[src/rtl/serial_pattern_tx_if.sv]
// rtl/serial_pattern_tx_if.sv - word handshake into the serial pattern transmitter
interface serial_pattern_tx_if #(
   parameter int WIDTH = 8,
   parameter int RPT_W = 4
);
   logic             in_valid;
   logic             in_ready;
   logic [WIDTH-1:0] data_in;
   logic [RPT_W-1:0] rpt_in;

   modport master (output in_valid, data_in, rpt_in, input in_ready);
   modport slave  (input in_valid, data_in, rpt_in, output in_ready);
endinterface

[src/rtl/serial_pattern_tx.sv]
// rtl/serial_pattern_tx.sv - serializes a word MSB-first onto dout, repeated rpt_in+1 times
// with GAP idle cycles between copies; one-hot state is exported for detector-style checks.
module serial_pattern_tx #(
   parameter int WIDTH = 8,
   parameter int GAP   = 2,
   parameter int RPT_W = 4
) (
   input  logic               clk,
   input  logic               rst,
   serial_pattern_tx_if.slave in_if,
   output logic               dout,
   output logic               dout_valid,
   output logic               done,
   output logic [3:0]         state
);
   localparam int BW     = $clog2(WIDTH);
   localparam int GAP_M1 = (GAP > 0) ? GAP - 1 : 0;

   typedef enum logic [3:0] {
      S_IDLE  = 4'b0001,
      S_SHIFT = 4'b0010,
      S_GAP   = 4'b0100,
      S_DONE  = 4'b1000
   } state_t;

   state_t           st;
   logic [WIDTH-1:0] shreg;
   logic [WIDTH-1:0] hold;
   logic [BW-1:0]    bcnt;
   logic [RPT_W-1:0] rcnt;
   logic [3:0]       gcnt;

   assign state          = st;
   assign in_if.in_ready = (st == S_IDLE);

   // dout/dout_valid/done are loaded with the value for the coming cycle at each edge
   always_ff @(posedge clk) begin
      if (rst) begin
         st         <= S_IDLE;
         shreg      <= '0;
         hold       <= '0;
         bcnt       <= '0;
         rcnt       <= '0;
         gcnt       <= '0;
         dout       <= 1'b0;
         dout_valid <= 1'b0;
         done       <= 1'b0;
      end else begin
         done <= 1'b0;
         case (st)
            S_IDLE: begin
               if (in_if.in_valid) begin
                  shreg      <= in_if.data_in;
                  hold       <= in_if.data_in;
                  rcnt       <= in_if.rpt_in;
                  bcnt       <= BW'(WIDTH - 1);
                  dout       <= in_if.data_in[WIDTH-1];
                  dout_valid <= 1'b1;
                  st         <= S_SHIFT;
               end
            end
            S_SHIFT: begin
               if (bcnt != '0) begin
                  shreg <= shreg << 1;
                  bcnt  <= bcnt - BW'(1);
                  dout  <= shreg[WIDTH-2];
               end else if (rcnt == '0) begin
                  st         <= S_DONE;
                  done       <= 1'b1;
                  dout       <= 1'b0;
                  dout_valid <= 1'b0;
               end else begin
                  rcnt  <= rcnt - RPT_W'(1);
                  shreg <= hold;
                  bcnt  <= BW'(WIDTH - 1);
                  if (GAP > 0) begin
                     st         <= S_GAP;
                     gcnt       <= 4'(GAP_M1);
                     dout       <= 1'b0;
                     dout_valid <= 1'b0;
                  end else begin
                     dout <= hold[WIDTH-1];
                  end
               end
            end
            S_GAP: begin
               if (gcnt == 4'd0) begin
                  st         <= S_SHIFT;
                  dout       <= shreg[WIDTH-1];
                  dout_valid <= 1'b1;
               end else begin
                  gcnt <= gcnt - 4'd1;
               end
            end
            S_DONE: begin
               st <= S_IDLE;
            end
            default: begin
               st         <= S_IDLE;
               dout       <= 1'b0;
               dout_valid <= 1'b0;
            end
         endcase
      end
   end
endmodule

[src/flat_wrapper.sv]
// flat-port wrapper written by rule: the top's interface ports become plain ports
module serial_pattern_tx_flat 
#(
   parameter int WIDTH = 8,
   parameter int GAP   = 2,
   parameter int RPT_W = 4
)
  (clk, rst, dout, dout_valid, done, state, in_if_in_valid, in_if_data_in, in_if_rpt_in, in_if_in_ready);
  serial_pattern_tx_if #(.WIDTH(WIDTH), .RPT_W(RPT_W)) in_if_i ();
  input  logic clk;
  input  logic rst;
  output logic dout;
  output logic dout_valid;
  output logic done;
  output logic [3:0] state;
  input wire logic [$bits(in_if_i.in_valid)-1:0] in_if_in_valid;
  input wire logic [$bits(in_if_i.data_in)-1:0] in_if_data_in;
  input wire logic [$bits(in_if_i.rpt_in)-1:0] in_if_rpt_in;
  output wire logic [$bits(in_if_i.in_ready)-1:0] in_if_in_ready;
  assign in_if_i.in_valid = in_if_in_valid;
  assign in_if_i.data_in = in_if_data_in;
  assign in_if_i.rpt_in = in_if_rpt_in;
  assign in_if_in_ready = in_if_i.in_ready;
  serial_pattern_tx #(.WIDTH(WIDTH), .GAP(GAP), .RPT_W(RPT_W)) u_core (.clk(clk), .rst(rst), .in_if(in_if_i), .dout(dout), .dout_valid(dout_valid), .done(done), .state(state));
endmodule
[config.mk]
export PLATFORM = sky130hd
export DESIGN_NAME = serial_pattern_tx_flat
export DESIGN_NICKNAME = d
export VERILOG_FILES = /design/src/rtl/serial_pattern_tx_if.sv /design/src/rtl/serial_pattern_tx.sv /design/src/flat_wrapper.sv
export SDC_FILE = /design/constraint.sdc
export NUM_CORES = 1
export LEC_CHECK = 0
export ABC_AREA = 1
export ABC_CLOCK_PERIOD_IN_PS = 1540
export CORE_MARGIN = 2
export CORE_UTILIZATION = 55
export DETAILED_ROUTE_END_ITERATION = 10
export PLACE_DENSITY = 0.76
export SYNTH_ARGS = -nofsm -noshare
export SYNTH_HDL_FRONTEND = slang
export SYNTH_SLANG_ARGS = --single-unit
[constraint.sdc]
create_clock -name clk -period 1.54 [get_ports clk]
set_input_delay 0.462 -clock clk [delete_from_list [all_inputs] [get_ports clk]]
set_output_delay 0.462 -clock clk [all_outputs]
set_load 0.05 [all_outputs]
==> summary.md, run 1 <==
| Metric | Value |
|---|---|
| Largest driver fanout on the critical path | `3` |
| GR Util All Layers | `24.2%` |
| Startpoint Class | `register` |
| Worst slew pin tran | `0.274 ns` |
| Sw Ratio | `43.0%` |
| DRT antenna net count | `0` |
| Vias | `1,847` |
| VDD IR-drop max | `0.967 mV` |
| Port Buf Inserts | `22` |
| Fin. Hold Viols | `0` |
| Max frequency | `611 MHz` |
| Die Wd | `62.5 um` |
| Outcome | `complete, but fails checks` |
| Failing checks | `negative setup slack` |
| Total Power | `4190 uW` |
| Cell area after synthesis | `0.00188 mm^2` |
| Yosys reg bits | `34` |
| Hold slack final | `0.454 ns` |
| Clock Pin Slew Worst Setup and Hold Paths | `0.10 ns` |
| Pwr/cell area | `1610 mW/mm^2` |
| Vias in the first global route | `1,690` |
| Largest net degree at the start of global routing | `19` |
| ANT cells | `0` |
| Core ar. | `0.00331 mm^2` |
| Fillers | `245` |
| Site row count | `21` |
| Fin. max-slew vios | `0` |
| Tightest Hold Check Type | `register to register` |
| Root buf cell | `clkbuf_4` |
| P_leak | `0.00114 uW` |
| Clock buffer count from CTS | `5` |
| Final wirelength | `4660 um` |
| Critical path arrival | `1.17 ns` |
| Combinational share of power | `54.6%` |
| Area growth syn-to-layout | `38.4%` |
| Internal power | `2390 uW` |
| Setup_tns | `-0.0962 ns` |
| DRC Markers | `0` |
| Clock Power Share | `15.7%` |
| Clk buf depth | `2` |
| Average wire per standard cell | `12.6 um` |
| Tmin final | `1.64 ns` |
| Setup WS pre-CTS | `-0.161 ns` |
| Vias per cell | `4.99` |
| Synth cell types | `28` |
| CP Capture Type | `primary output` |
| Final worst setup slack | `-0.0962 ns` |
| Syn. warnings | `0` |
| Final setup viols | `1` |
| H-tree depth | `2` |
| FF-to-FF path depth | `10` |
| Unrepaired setup endpoints after global routing | `true` |
| Min-delay src | `u_core.hold[1]` |
| Final Skew | `0.00917 ns` |
| CTS sink cnt | `34` |
| Syn Nets | `295` |
| Global placer's final weighted congestion | `0.836` |
| Mean Syn Cell Area | `6.85 um^2` |
| Worst Path Required | `1.08 ns` |
| Worst Setup Path Type | `register to primary output` |
| CTS tree | `built` |
| Initial antenna violation count | `0` |
| Sequential fraction of the synthesis area | `36.1%` |
| Full die area | `0.00391 mm^2` |
| Initial DRC Count | `109` |
| Fin area | `0.00261 mm^2` |
| GRT overflow | `0` |
| Critical Path Start | `u_core.state[2]` |
| Final period util | `106%` |
| Fin nets | `343` |
| Sequential power share | `29.6%` |
| Layout cell share with drive strength beyond 1 | `27.5%` |
| Psw | `1810 uW` |
| First-pass GRT wire length | `7540 um` |
| Starting Density | `56.9%` |
| Hold-critical path depth | `2` |
| Max_slew headroom | `81.5%` |
| MaxCap Viol Count | `0` |
| Hpwl dp | `2970 um` |
| Pre-antenna DRT Iters | `4` |
| Clk Latency, worst-skew pair | `0.36 ns` |
| Reg-to-reg startpoint | `u_core.state[3]` |
| Ports | `23` |
| Die Ht | `62.5 um` |
| Cells after Synth | `275` |
| Placed Area | `0.00231 mm^2` |
==> metal layers <==
layer | GRT usage [%] | vias to the layer above | part of all wire [%]
li1 | - | 967 | -
met1 | 29.5 | 815 | 45
met2 | 41.5 | 60 | 48
met5 | 0 | - | 0
met4 | 7.22 | 0 | 1.3
met3 | 6.67 | 5 | 6.2
==> area by class of cell <==
type | instances | area [um^2] | area share [%]
inverters | 32 | 129 | 4.94
clock buffers | 5 | 37.5 | 1.44
repair buffers | 48 | 528 | 20.3
multi-input cells | 202 | 1120 | 42.9
well taps | 46 | 57.6 | 2.21
clock inverters | 3 | 40.0 | 1.54
flip-flops and latches | 34 | 697 | 26.7
==> through the flow <==
step	utilization, %	instances
after global placement	69.8	348
after CTS	74.1	362
after detailed placement	69.8	348
after global routing	78.7	370
final	78.7	370
after floorplan	-	275
==> cells in the final DEF, fill, tap and decap left out, drive strengths merged <==
cell	n
nand2	80
nor2	43
dfxtp	34
buf	34
inv	31
nand3	24
o21ai	24
a21oi	21
clkdlybuf4s50	14
clkbuf	5
ha	5
clkinv	2
clkinvlp	1
nand3b	1
nand4	1
xnor2	1
and2	1
xor2	1
bufinv	1
==> sequential cells by signal, summed over array words and instances (netlist names) <==
name / count
u_core.bcnt: 3
u_core.done: 1
u_core.dout: 1
u_core.dout_valid: 1
u_core.gcnt: 4
u_core.hold: 8
u_core.rcnt: 4
u_core.shreg: 8
u_core.state: 4
==> path summary, 6_finish.rpt <==
kind                                        end  slack [ns]
worst max-delay path             in_if_in_ready        -0.1
worst min-delay path             u_core.hold[1]        0.45
worst max register to register  u_core.shreg[0]        0.06
worst min register to register   u_core.hold[1]        0.45
==> cells by family (layout without fill, tap and decap cells) <==
kind of cell	count (synthesis)	after routing	share of synthesized area, %
xor gates and xnor gates	2	2	0.930
adders and majority gates	5	5	3.32
buffers and inverters	40	88	9.30
and+or+nand+nor	149	150	37.1
AOI/OAI and AO/OA	45	45	13.2
DFF	34	34	36.1
==> timing repair <==
action	4_1_cts	5_1_grt
setup endpoints to repair	2	22
pin swaps	2	8
resized for setup	6	23
cloned	0	1
buffers inserted	6	7
hold buffers	0	0
hold endpoints to repair	0	0
==> power groups by stage <==
stage / Sequential, uW / Combinational (uW) / Clock (uW)
2_1_floorplan: 1360 / 1200 / 0
3_3_place_gp: 1260 / 1850 / 0
3_5_place_dp: 1270 / 1890 / 0
4_1_cts: 1250 / 2020 / 670
5_1_grt: 1270 / 2520 / 719
6_report: 1240 / 2290 / 659
==> critical path, cell delays in order (launching register included) <==
cell	delay (ns)
dfxtp_4	0.37
nor2_4	0.14
nand2_2	0.09
clkinvlp_4	0.09
buf_12	0.13
==> synthesized netlist by cell type (all sizes together) <==
cell type / count / area share [%]
nand2: 79 / 18
nor2: 43 / 11
dfxtp: 34 / 36
inv: 32 / 6.4
nand3: 24 / 7.0
o21ai: 24 / 6.6
a21oi: 21 / 6.6
buf: 7 / 2.7
ha: 5 / 3.3
and2: 1 / 0.33
clkbuf: 1 / 0.20
nand3b: 1 / 0.40
nand4: 1 / 0.33
xnor2: 1 / 0.47
xor2: 1 / 0.47
No activity file was read; power rests on OpenSTA's default activity.
==> run 2: changes to the inputs <==
--- a/config.mk
+++ b/config.mk
@@ -8,5 +8,4 @@
 export ABC_AREA = 1
 export ABC_CLOCK_PERIOD_IN_PS = 1540
-export CORE_MARGIN = 2
 export CORE_UTILIZATION = 55
 export DETAILED_ROUTE_END_ITERATION = 10
==> constraint.sdc (replaced) <==
create_clock -name clk -period 1.54 [get_ports clk]
set_input_delay 0.462 -clock clk [delete_from_list [all_inputs] [get_ports clk]]
set_output_delay 0.462 -clock clk [all_outputs]
set_load 0.005 [all_outputs]
==> summary.md, run 2 (synthesis results as in run 1) <==
| Metric | Value |
|---|---|
| Top Registers | `u_core.hold (8), u_core.shreg (8)` |
| Final Skew | `0.00761 ns (-0.00156 ns)` |
| DRT antenna net count | `0 (unchanged)` |
| Hold_buf cts | `0 (unchanged)` |
| Pre-antenna DRT Iters | `4 (unchanged)` |
| Worst R2R Setup Slack | `0.11 ns (+0.05 ns)` |
| Layout cell share with drive strength beyond 1 | `25.1% (-2.4 points)` |
| Area growth syn-to-layout | `27.4%` |
| GR Util All Layers | `25.9% (+1.8 points)` |
| Ordered cell list for the critical path | `inv_2 -> nor2_2 -> nand2_1 -> inv_2 -> buf_2` |
| Ports | `23 (unchanged)` |
| Final wirelength | `4200 um (-10%)` |
| Worst path bufs/invs | `3 (+1)` |
| Fin nets | `342 (-0.29%)` |
| First-pass GRT wire length | `6920 um (-8.2%)` |
| ANT cells | `0 (unchanged)` |
| Die Ht | `60.5 um (-3.2%)` |
| Pwr/cell area | `1470 mW/mm^2 (-8.7%)` |
| Final period util | `100% (-5.9 points)` |
| Largest driver fanout on the critical path | `2 (-1)` |
| Commonest cells after routing, fill and taps aside | `nand2_1, nor2_1, dfxtp_1` |
| Initial antenna violation count | `0 (unchanged)` |
| Hold-critical path depth | `2 (unchanged)` |
| CTS tree | `built` |
| Crit. path cell count | `5 (+1)` |
| Site row count | `20 (-4.8%)` |
| Root buf cell | `clkbuf_4` |
| Tmin final | `1.55 ns (-0.0908 ns)` |
| Unrepaired setup endpoints after global routing | `true` |
| Clock buffer count from CTS | `5 (unchanged)` |
| Final worst setup slack | `-0.00541 ns (+0.0908 ns)` |
| GRT overflow | `0 (unchanged)` |
| Fin area | `0.00240 mm^2 (-8.0%)` |
| Vias per cell | `4.98 (-0.22%)` |
| Final setup viols | `1 (unchanged)` |
| Worst slew pin tran | `0.284 ns (+0.00964 ns)` |
| Tightest Hold Check Type | `register to register` |
| Global placer's final weighted congestion | `0.832 (-0.51%)` |
| Hpwl dp | `3040 um (+2.3%)` |
| Critical path arrival | `1.08 ns (-0.09 ns)` |
| Worst Path Required | `1.08 ns (about the same)` |
| Setup WS pre-CTS | `-0.179 ns (-0.0182 ns)` |
| Port Buf Inserts | `22 (unchanged)` |
| Full die area | `0.00366 mm^2 (-6.3%)` |
| Most common cell after layout, fill and taps aside | `nand2_1` |
| Failing checks | `negative setup slack` |
| CTS sink cnt | `34 (unchanged)` |
| P_leak | `0.00108 uW (-5.0%)` |
| Placed Area | `0.00228 mm^2 (-1.2%)` |
| Hold slack final | `0.457 ns (+0.00291 ns)` |
| FF-to-FF path depth | `9 (-1)` |
| MaxCap Viol Count | `0 (unchanged)` |
| Max frequency | `647 MHz (+5.9%)` |
| Clk Latency, worst-skew pair | `0.34 ns (-0.02 ns)` |
| Post-layout util | `76.1% (-2.7 points)` |
| CP Capture Type | `primary output` |
| Initial DRC Count | `89 (-18%)` |
| Slowest Stage Delay on Critical Path | `0.35 ns (-0.02 ns)` |
| Worst Setup Path Type | `register to primary output` |
| Clock Pin Slew Worst Setup and Hold Paths | `0.11 ns (about the same)` |
| Vias | `1,828 (-1.0%)` |
| Core ar. | `0.00315 mm^2 (-4.8%)` |
| Largest delay share family, worst path | `flip-flops` |
| Starting Density | `59.7% (+2.8 points)` |
| H-tree depth | `2 (unchanged)` |
| Average wire per standard cell | `11.4 um (-9.3%)` |
| Vias in the first global route | `1,589 (-6.0%)` |
| Cell mode on critical path | `inv_2` |
| Clk buf depth | `2 (unchanged)` |
| Fin. max-slew vios | `0 (unchanged)` |
| Max_slew headroom | `80.9% (-0.65 points)` |
| Largest net degree at the start of global routing | `17 (-2)` |
| VDD IR-drop max | `0.909 mV (-6.0%)` |
| Outcome | `complete, but fails checks` |
| Slowest CP cell | `dfxtp_2` |
| Die Wd | `60.5 um (-3.2%)` |
| DRC Markers | `0 (unchanged)` |
| Startpoint Class | `register` |
| Fin. Hold Viols | `0 (unchanged)` |
-- run 2: repair_timing --
item,4_1_cts,5_1_grt
pin swaps,0,3
setup endpoints to repair,8,21
setup buffers,1,3
resized for setup,21,14
-- run 2: worst paths after layout --
kind / end / start
max: in_if_in_ready / u_core.state[0]
min: u_core.hold[1] / u_core.hold[1]
max reg2reg: u_core.shreg[3] / u_core.bcnt[1]
min reg2reg: u_core.hold[1] / u_core.hold[1]
-- run 2: area by class of cell --
type	instances	area, um^2
inverters	32	120
flip-flops and latches	34	691
clock buffers	7	55.1
clock inverters	1	5.00
fillers	257	754
repair buffers	48	422
well taps	44	55.1
multi-input cells	201	1050
-- run 2: power by group --
part | leakage (uW) | total [uW] | switching (uW) | internal [uW]
Sequential | 0.000282 | 1220 | 121 | 1100
Clock | 0.0000353 | 531 | 310 | 221
Combinational | 0.000766 | 1770 | 1000 | 773
-- run 2: per-stage QoR --
step	TNS (ns)	cells	power (uW)
after floorplan	0	275	2340
after global placement	-1.52	355	2850
after detailed placement	-2.49	355	2880
after CTS	-0.0835	364	3400
after global routing	-0.0661	367	3830
final	-0.00541	367	3520
-- run 2: tightest hold or removal path: stages (launching register included) --
cell and delay [ns]:
dfxtp_1 0.31, inv_1 0.06, a21oi_1 0.05
-- run 2: metal layers --
layer  global-route usage (%)  routed length, um  up-vias
met4                     6.82                 49        0
met2                     42.9               1940       36
li1                         -                  -      967
met5                        0                  0        -
met3                     7.04                160        6
met1                     33.6               2050      819
